<file path="src/rtl/imem_fetch_arbiter.sv">
// Fetch-stage controller: owns the PC, arbitrates the single imem read port
// between the fetch path and a debug requester, and drives the IF/ID outputs.
//
// Ports:
//   clk_i, rst_i                 clock, synchronous active-high reset
//   mem_addr_o / mem_instr_i     combinational-read instruction memory port
//   stall_i                      hazard stall (holds PC and IF/ID outputs)
//   redirect_i, redirect_pc_i    taken branch/jump and its target
//   dbg_req_i, dbg_addr_i        debug read request (held until granted)
//   dbg_gnt_o                    port owned by debug this cycle
//   dbg_valid_o, dbg_data_o      registered debug read result (1-cycle pulse)
//   pc_o, pc_plus4_o, instr_o    IF/ID instruction bundle
//   instr_valid_o                0 marks a bubble
//   addr_err_o                   sticky misaligned/out-of-range fetch flag
module imem_fetch_arbiter #(
    parameter logic [31:0] RESET_PC       = 32'h0000_0000,
    parameter int unsigned MEM_WORDS      = 32,
    parameter int unsigned DBG_STARVE_MAX = 4
) (
    input  logic        clk_i,
    input  logic        rst_i,
    output logic [31:0] mem_addr_o,
    input  logic [31:0] mem_instr_i,
    input  logic        stall_i,
    input  logic        redirect_i,
    input  logic [31:0] redirect_pc_i,
    input  logic        dbg_req_i,
    input  logic [31:0] dbg_addr_i,
    output logic        dbg_gnt_o,
    output logic        dbg_valid_o,
    output logic [31:0] dbg_data_o,
    output logic [31:0] pc_o,
    output logic [31:0] pc_plus4_o,
    output logic [31:0] instr_o,
    output logic        instr_valid_o,
    output logic        addr_err_o
);

    localparam int unsigned SW =
        (DBG_STARVE_MAX > 0) ? $clog2(DBG_STARVE_MAX + 1) : 1;
    localparam logic [SW-1:0] STARVE_MAX = SW'(DBG_STARVE_MAX);
    localparam logic [32:0]   MEM_BYTES  = 33'(MEM_WORDS) * 33'd4;

    typedef enum logic [1:0] {
        S_IDLE,
        S_FETCH,
        S_HOLD
    } state_e;

    state_e        state_q, state_d;
    logic [31:0]   pc_q, pc_d;
    logic [31:0]   instr_q, instr_d;
    logic          valid_q, valid_d;
    logic [31:0]   pco_q, pco_d;
    logic [31:0]   pcp4_q, pcp4_d;
    logic          err_q, err_d;
    logic          dvalid_q, dvalid_d;
    logic [31:0]   ddata_q, ddata_d;
    logic [SW-1:0] starve_q, starve_d;

    logic gnt;
    logic fetch_en;
    logic bubble;
    logic fault;

    // Control FSM plus port arbitration. The port is free for debug whenever
    // the pipeline is not consuming it (IDLE/HOLD) or a redirect throws the
    // fetch away anyway; otherwise debug waits until it has starved.
    always_comb begin
        state_d  = state_q;
        gnt      = 1'b0;
        fetch_en = 1'b0;
        bubble   = 1'b0;

        unique case (state_q)
            S_IDLE:  state_d = S_FETCH;
            S_FETCH: if (stall_i && !redirect_i) state_d = S_HOLD;
            S_HOLD:  if (!stall_i || redirect_i) state_d = S_FETCH;
            default: state_d = S_IDLE;
        endcase

        gnt = dbg_req_i &&
              ((state_q != S_FETCH) || redirect_i ||
               (starve_q == STARVE_MAX));

        // HOLD with stall released fetches immediately so the next PC
        // shows up on the cycle after the stall drops. If debug took the
        // port instead, that slot becomes a bubble.
        if ((state_q != S_IDLE) && !stall_i && !redirect_i) begin
            fetch_en = !gnt;
            bubble   = gnt;
        end
    end

    assign fault = (pc_q[1:0] != 2'b00) || ({1'b0, pc_q} >= MEM_BYTES);

    always_comb begin
        pc_d     = pc_q;
        instr_d  = instr_q;
        valid_d  = valid_q;
        pco_d    = pco_q;
        pcp4_d   = pcp4_q;
        err_d    = err_q;
        dvalid_d = gnt;
        ddata_d  = gnt ? mem_instr_i : ddata_q;

        if (dbg_req_i && !gnt) begin
            starve_d = (starve_q == STARVE_MAX) ? starve_q
                                                : starve_q + 1'b1;
        end else begin
            starve_d = '0;
        end

        unique case (1'b1)
            redirect_i: begin
                pc_d    = redirect_pc_i;
                valid_d = 1'b0;
                err_d   = 1'b0;
            end
            fetch_en: begin
                instr_d = fault ? 32'h0 : mem_instr_i;
                valid_d = 1'b1;
                pco_d   = pc_q;
                pcp4_d  = pc_q + 32'd4;
                pc_d    = pc_q + 32'd4;
                err_d   = err_q | fault;
            end
            bubble: begin
                valid_d = 1'b0;
            end
            default: begin
            end
        endcase
    end

    always_ff @(posedge clk_i) begin
        if (rst_i) begin
            state_q  <= S_IDLE;
            pc_q     <= RESET_PC;
            instr_q  <= 32'h0;
            valid_q  <= 1'b0;
            pco_q    <= 32'h0;
            pcp4_q   <= 32'd4;
            err_q    <= 1'b0;
            dvalid_q <= 1'b0;
            ddata_q  <= 32'h0;
            starve_q <= '0;
        end else begin
            state_q  <= state_d;
            pc_q     <= pc_d;
            instr_q  <= instr_d;
            valid_q  <= valid_d;
            pco_q    <= pco_d;
            pcp4_q   <= pcp4_d;
            err_q    <= err_d;
            dvalid_q <= dvalid_d;
            ddata_q  <= ddata_d;
            starve_q <= starve_d;
        end
    end

    assign mem_addr_o    = gnt ? dbg_addr_i : pc_q;
    assign dbg_gnt_o     = gnt;
    assign dbg_valid_o   = dvalid_q;
    assign dbg_data_o    = ddata_q;
    assign pc_o          = pco_q;
    assign pc_plus4_o    = pcp4_q;
    assign instr_o       = instr_q;
    assign instr_valid_o = valid_q;
    assign addr_err_o    = err_q;

endmodule

</file>
<file path="config.mk">
export PLATFORM = sky130hd
export DESIGN_NAME = imem_fetch_arbiter
export DESIGN_NICKNAME = d
export VERILOG_FILES = /design/src/rtl/imem_fetch_arbiter.sv
export SDC_FILE = /design/constraint.sdc
export NUM_CORES = 1
export LEC_CHECK = 0
export CAP_MARGIN = 20
export CORE_MARGIN = 3
export CORE_UTILIZATION = 40
export DETAILED_ROUTE_END_ITERATION = 16
export PLACE_DENSITY = 0.79
export RECOVER_POWER = 50
export SLEW_MARGIN = 40
export SYNTH_ARGS = -nofsm -noshare
export SYNTH_HDL_FRONTEND = slang
export SYNTH_SLANG_ARGS = --single-unit
export TNS_END_PERCENT = 30
</file>
<file path="constraint.sdc">
create_clock -name clk_i -period 4.3 [get_ports clk_i]
set_input_delay 0.43 -clock clk_i [delete_from_list [all_inputs] [get_ports clk_i]]
set_output_delay 0.43 -clock clk_i [all_outputs]
set_load 0.01 [all_outputs]
</file>
==> run summary <==
status -> finished, violations left
failing checks -> max-capacitance violations, max-slew violations
top post-synthesis cells by count -> nand2_1 (262), dfxtp_1 (166), a21oi_1 (118)
total power -> 3.63 mW
Max-Slew Margin vs Limit -> -1.26
synth warn -> 0
reg-to-reg startpoint -> starve_q[0]
most common flop cell mapped by yosys -> dfxtp_1
Top delay family on crit path -> buffers and inverters
mapped cell area -> 7540 um^2
Worst Setup SP -> starve_q[0]
count leader, synth -> nand2_1
CTS root buffer -> clkbuf_16
# resized after CTS -> 0
Synth area leader -> dfxtp_1
RSZ-0062 raised after global routing -> false
Iter 0 DRT Violations -> 728
PortBufs -> 264
Die Height -> 143 um
Clk network pwr share -> 0.387
Startpoint Class -> flop
main area contributors after synthesis -> dfxtp_1 (44%), nand2_1 (13%), a21oi_1 (7.8%), nand3_1 (3.1%), xnor2_1 (2.6%)
first-pass GRT wire length -> 38800 um
Detailed Routing Iterations Pass 1 -> 5
ANT cells -> 0
Tcrit/Tclk final -> 0.788
Core Util, Final -> 0.587
Fin. Hold Viols -> 0
die width -> 143 um
FFs w/ async S/R, synth -> 0
layout cells sized above 1 -> 0.0584
Synth Register Bits -> 166
CP max stage delay -> 0.53 ns
VDD IR max -> 0.000295 V
Worst setup EP type -> output pin
class of the most critical setup path -> reg -> out
Synth cell types -> 52
Hold Crit Start -> instr_o[20]
Reg2Reg Depth -> 8
post-DP HPWL -> 17600 um
# setup viols final -> 0
P&R area growth vs syn -> 41.8%
Post-synth EDFFs -> 0
Reg power frac -> 0.462
vias per inst -> 5.37
min cycle time layout -> 3.39 ns
gr usage total -> 0.240
Clock Tree Buf Depth -> 2
nets -> 1291
skew final -> 0.00754 ns
die area -> 20500 um^2
CTS tree -> built
Top cell by count, worst path -> nand2_1
mean post-synth cell area -> 7.67 um^2
IO Pins -> 265
H-tree depth -> 4
worst path cell trace -> inv_1, ha_1, a21o_1, o21ai_4, buf_4, nand2_1, nand2_1, clkdlybuf4s50_1
CP Depth -> 8
# Max-Cap Violations -> 1
core area -> 18200 um^2
Initial Util -> 0.414
cells after synthesis -> 983
Hold Crit Class -> reg -> reg
Worst Path Arrival -> 2.96 ns
Crit-path slowest cell -> buf_4
top-area cell type share of the netlist area -> 0.441
RD Place Congestion -> 0.854
Achievable Freq -> 295 MHz
P_sw -> 1.01 mW
Vias -> 7669
drt wl/cell -> 17.6 um
CTS Buf Count -> 17
antenna violations before repair -> 1
Sw Ratio -> 0.279
Internal -> 2.62 mW
vias in the first global route -> 7055
Cell Rows -> 49
post-CTS setup buffers -> 0
final setup TNS -> 0 ns
cts hold-fix bufs -> 0
CP bufs+invs -> 3
worst reg2reg setup slack -> 1.54 ns
Cells on Worst Hold Path -> 2
drt drc -> 0
syn_nets -> 1088
Leakage -> 4.20 nW
post-route ant nets -> 0
clk sinks -> 166
Crit Path Max Fanout -> 56
final WL -> 25200 um
worst skew pair latency -> 0.43 ns
Max Slew Vio Count -> 72
PD cells -> 339 nW/um^2
register area share after synthesis -> 0.441
combinational power share -> 0.151
clock-pin slew on the worst setup and hold paths -> 0.07 ns
largest net degree at the start of global routing -> 93
GRT overflow -> 0
CP required -> 3.87 ns
Tightest Pin Transition -> 3.39 ns
-- worst paths after layout --
kind                    end
max reg2reg         pc_o[2]
min             instr_o[20]
max          mem_addr_o[22]
min reg2reg     instr_o[20]
-- stage by stage --
stage / std cells / instance area [um^2] / setup WS [ns] / hold slack [ns]
after floorplan: 983 / 7540 / 2.00 / 0.417
after global placement: 1396 / 10200 / 1.27 / 0.431
after detailed placement: 1396 / 10200 / 1.21 / 0.443
after CTS: 1428 / 10700 / 0.891 / 0.432
after global routing: 1428 / 10700 / 0.686 / 0.468
final: 1428 / 10700 / 0.911 / 0.446
-- layer usage --
layer,GRT usage,vias up,routed length [um]
li1,-,3699,-
met5,0,-,11
met3,0.0703,59,2130
met4,0.0867,2,762
met2,0.370,328,11700
met1,0.322,3581,10600
-- cell type report --
cell class | count | area (um^2)
Fill cell | 1618 | 7520
Inverter | 31 | 116
Clock buffer | 18 | 429
Timing Repair Buffer | 274 | 2730
Multi-Input combinational cell | 696 | 3700
Sequential cell | 166 | 3320
Tap cell | 229 | 287
Clock inverter | 14 | 104
-- kinds of logic after synthesis --
family / count (synthesis) / synth area share
compound gates: 192 / 0.157
xor+xnor: 34 / 0.0395
fa+ha+maj: 5 / 0.00797
buf+inv: 121 / 0.0705
flops: 166 / 0.441
mux: 10 / 0.0133
simple gates: 455 / 0.271
-- tightest hold or removal path, stage by stage (launching register included) --
cell and delay (ns):
dfxtp_1 0.31, nand2_1 0.05, a21oi_1 0.05
-- sequential cells by signal (all words and copies together), names as in the netlist --
signal         flops
starve_q           3
dbg_valid_o        1
instr_o           32
dbg_data_o        32
state_q            2
instr_valid_o      1
pc_plus4_o        30
addr_err_o         1
pc_q              32
pc_o              32
-- power groups by stage --
stage                     clock [mW]  combinational, mW  sequential (mW)
after global routing            1.49              0.596             1.68
final                           1.41              0.547             1.68
after CTS                       1.43              0.564             1.68
after floorplan                    0              0.275             1.69
after detailed placement           0              0.560             1.71
after global placement             0              0.554             1.71
-- layout by cell type, fill, tap and decap left out, types with 4 or more instances in the layout --
cell type        instances
nand2_1                262
dfxtp_1                166
clkdlybuf4s50_1        131
dlygate4sd3_1          131
a21oi_1                118
nor2_1                  48
nand3_1                 47
inv_1                   29
nor3_1                  28
xnor2_1                 22
a211oi_1                17
clkbuf_16               17
o21ai_0                 15
nor4_1                  13
nand4_1                 13
o21a_1                  12
xor2_1                  12
mux2i_1                 10
buf_4                    8
nor3_2                   7
nand2b_1                 6
or3_1                    6
and3_1                   5
nor2b_1                  5
a311oi_1                 5
a21o_1                   4
and4_1                   4
a2111oi_0                4
ha_1                     4
inv_6                    4
clkinv_2                 4
Power figures use the tool's default switching activity.
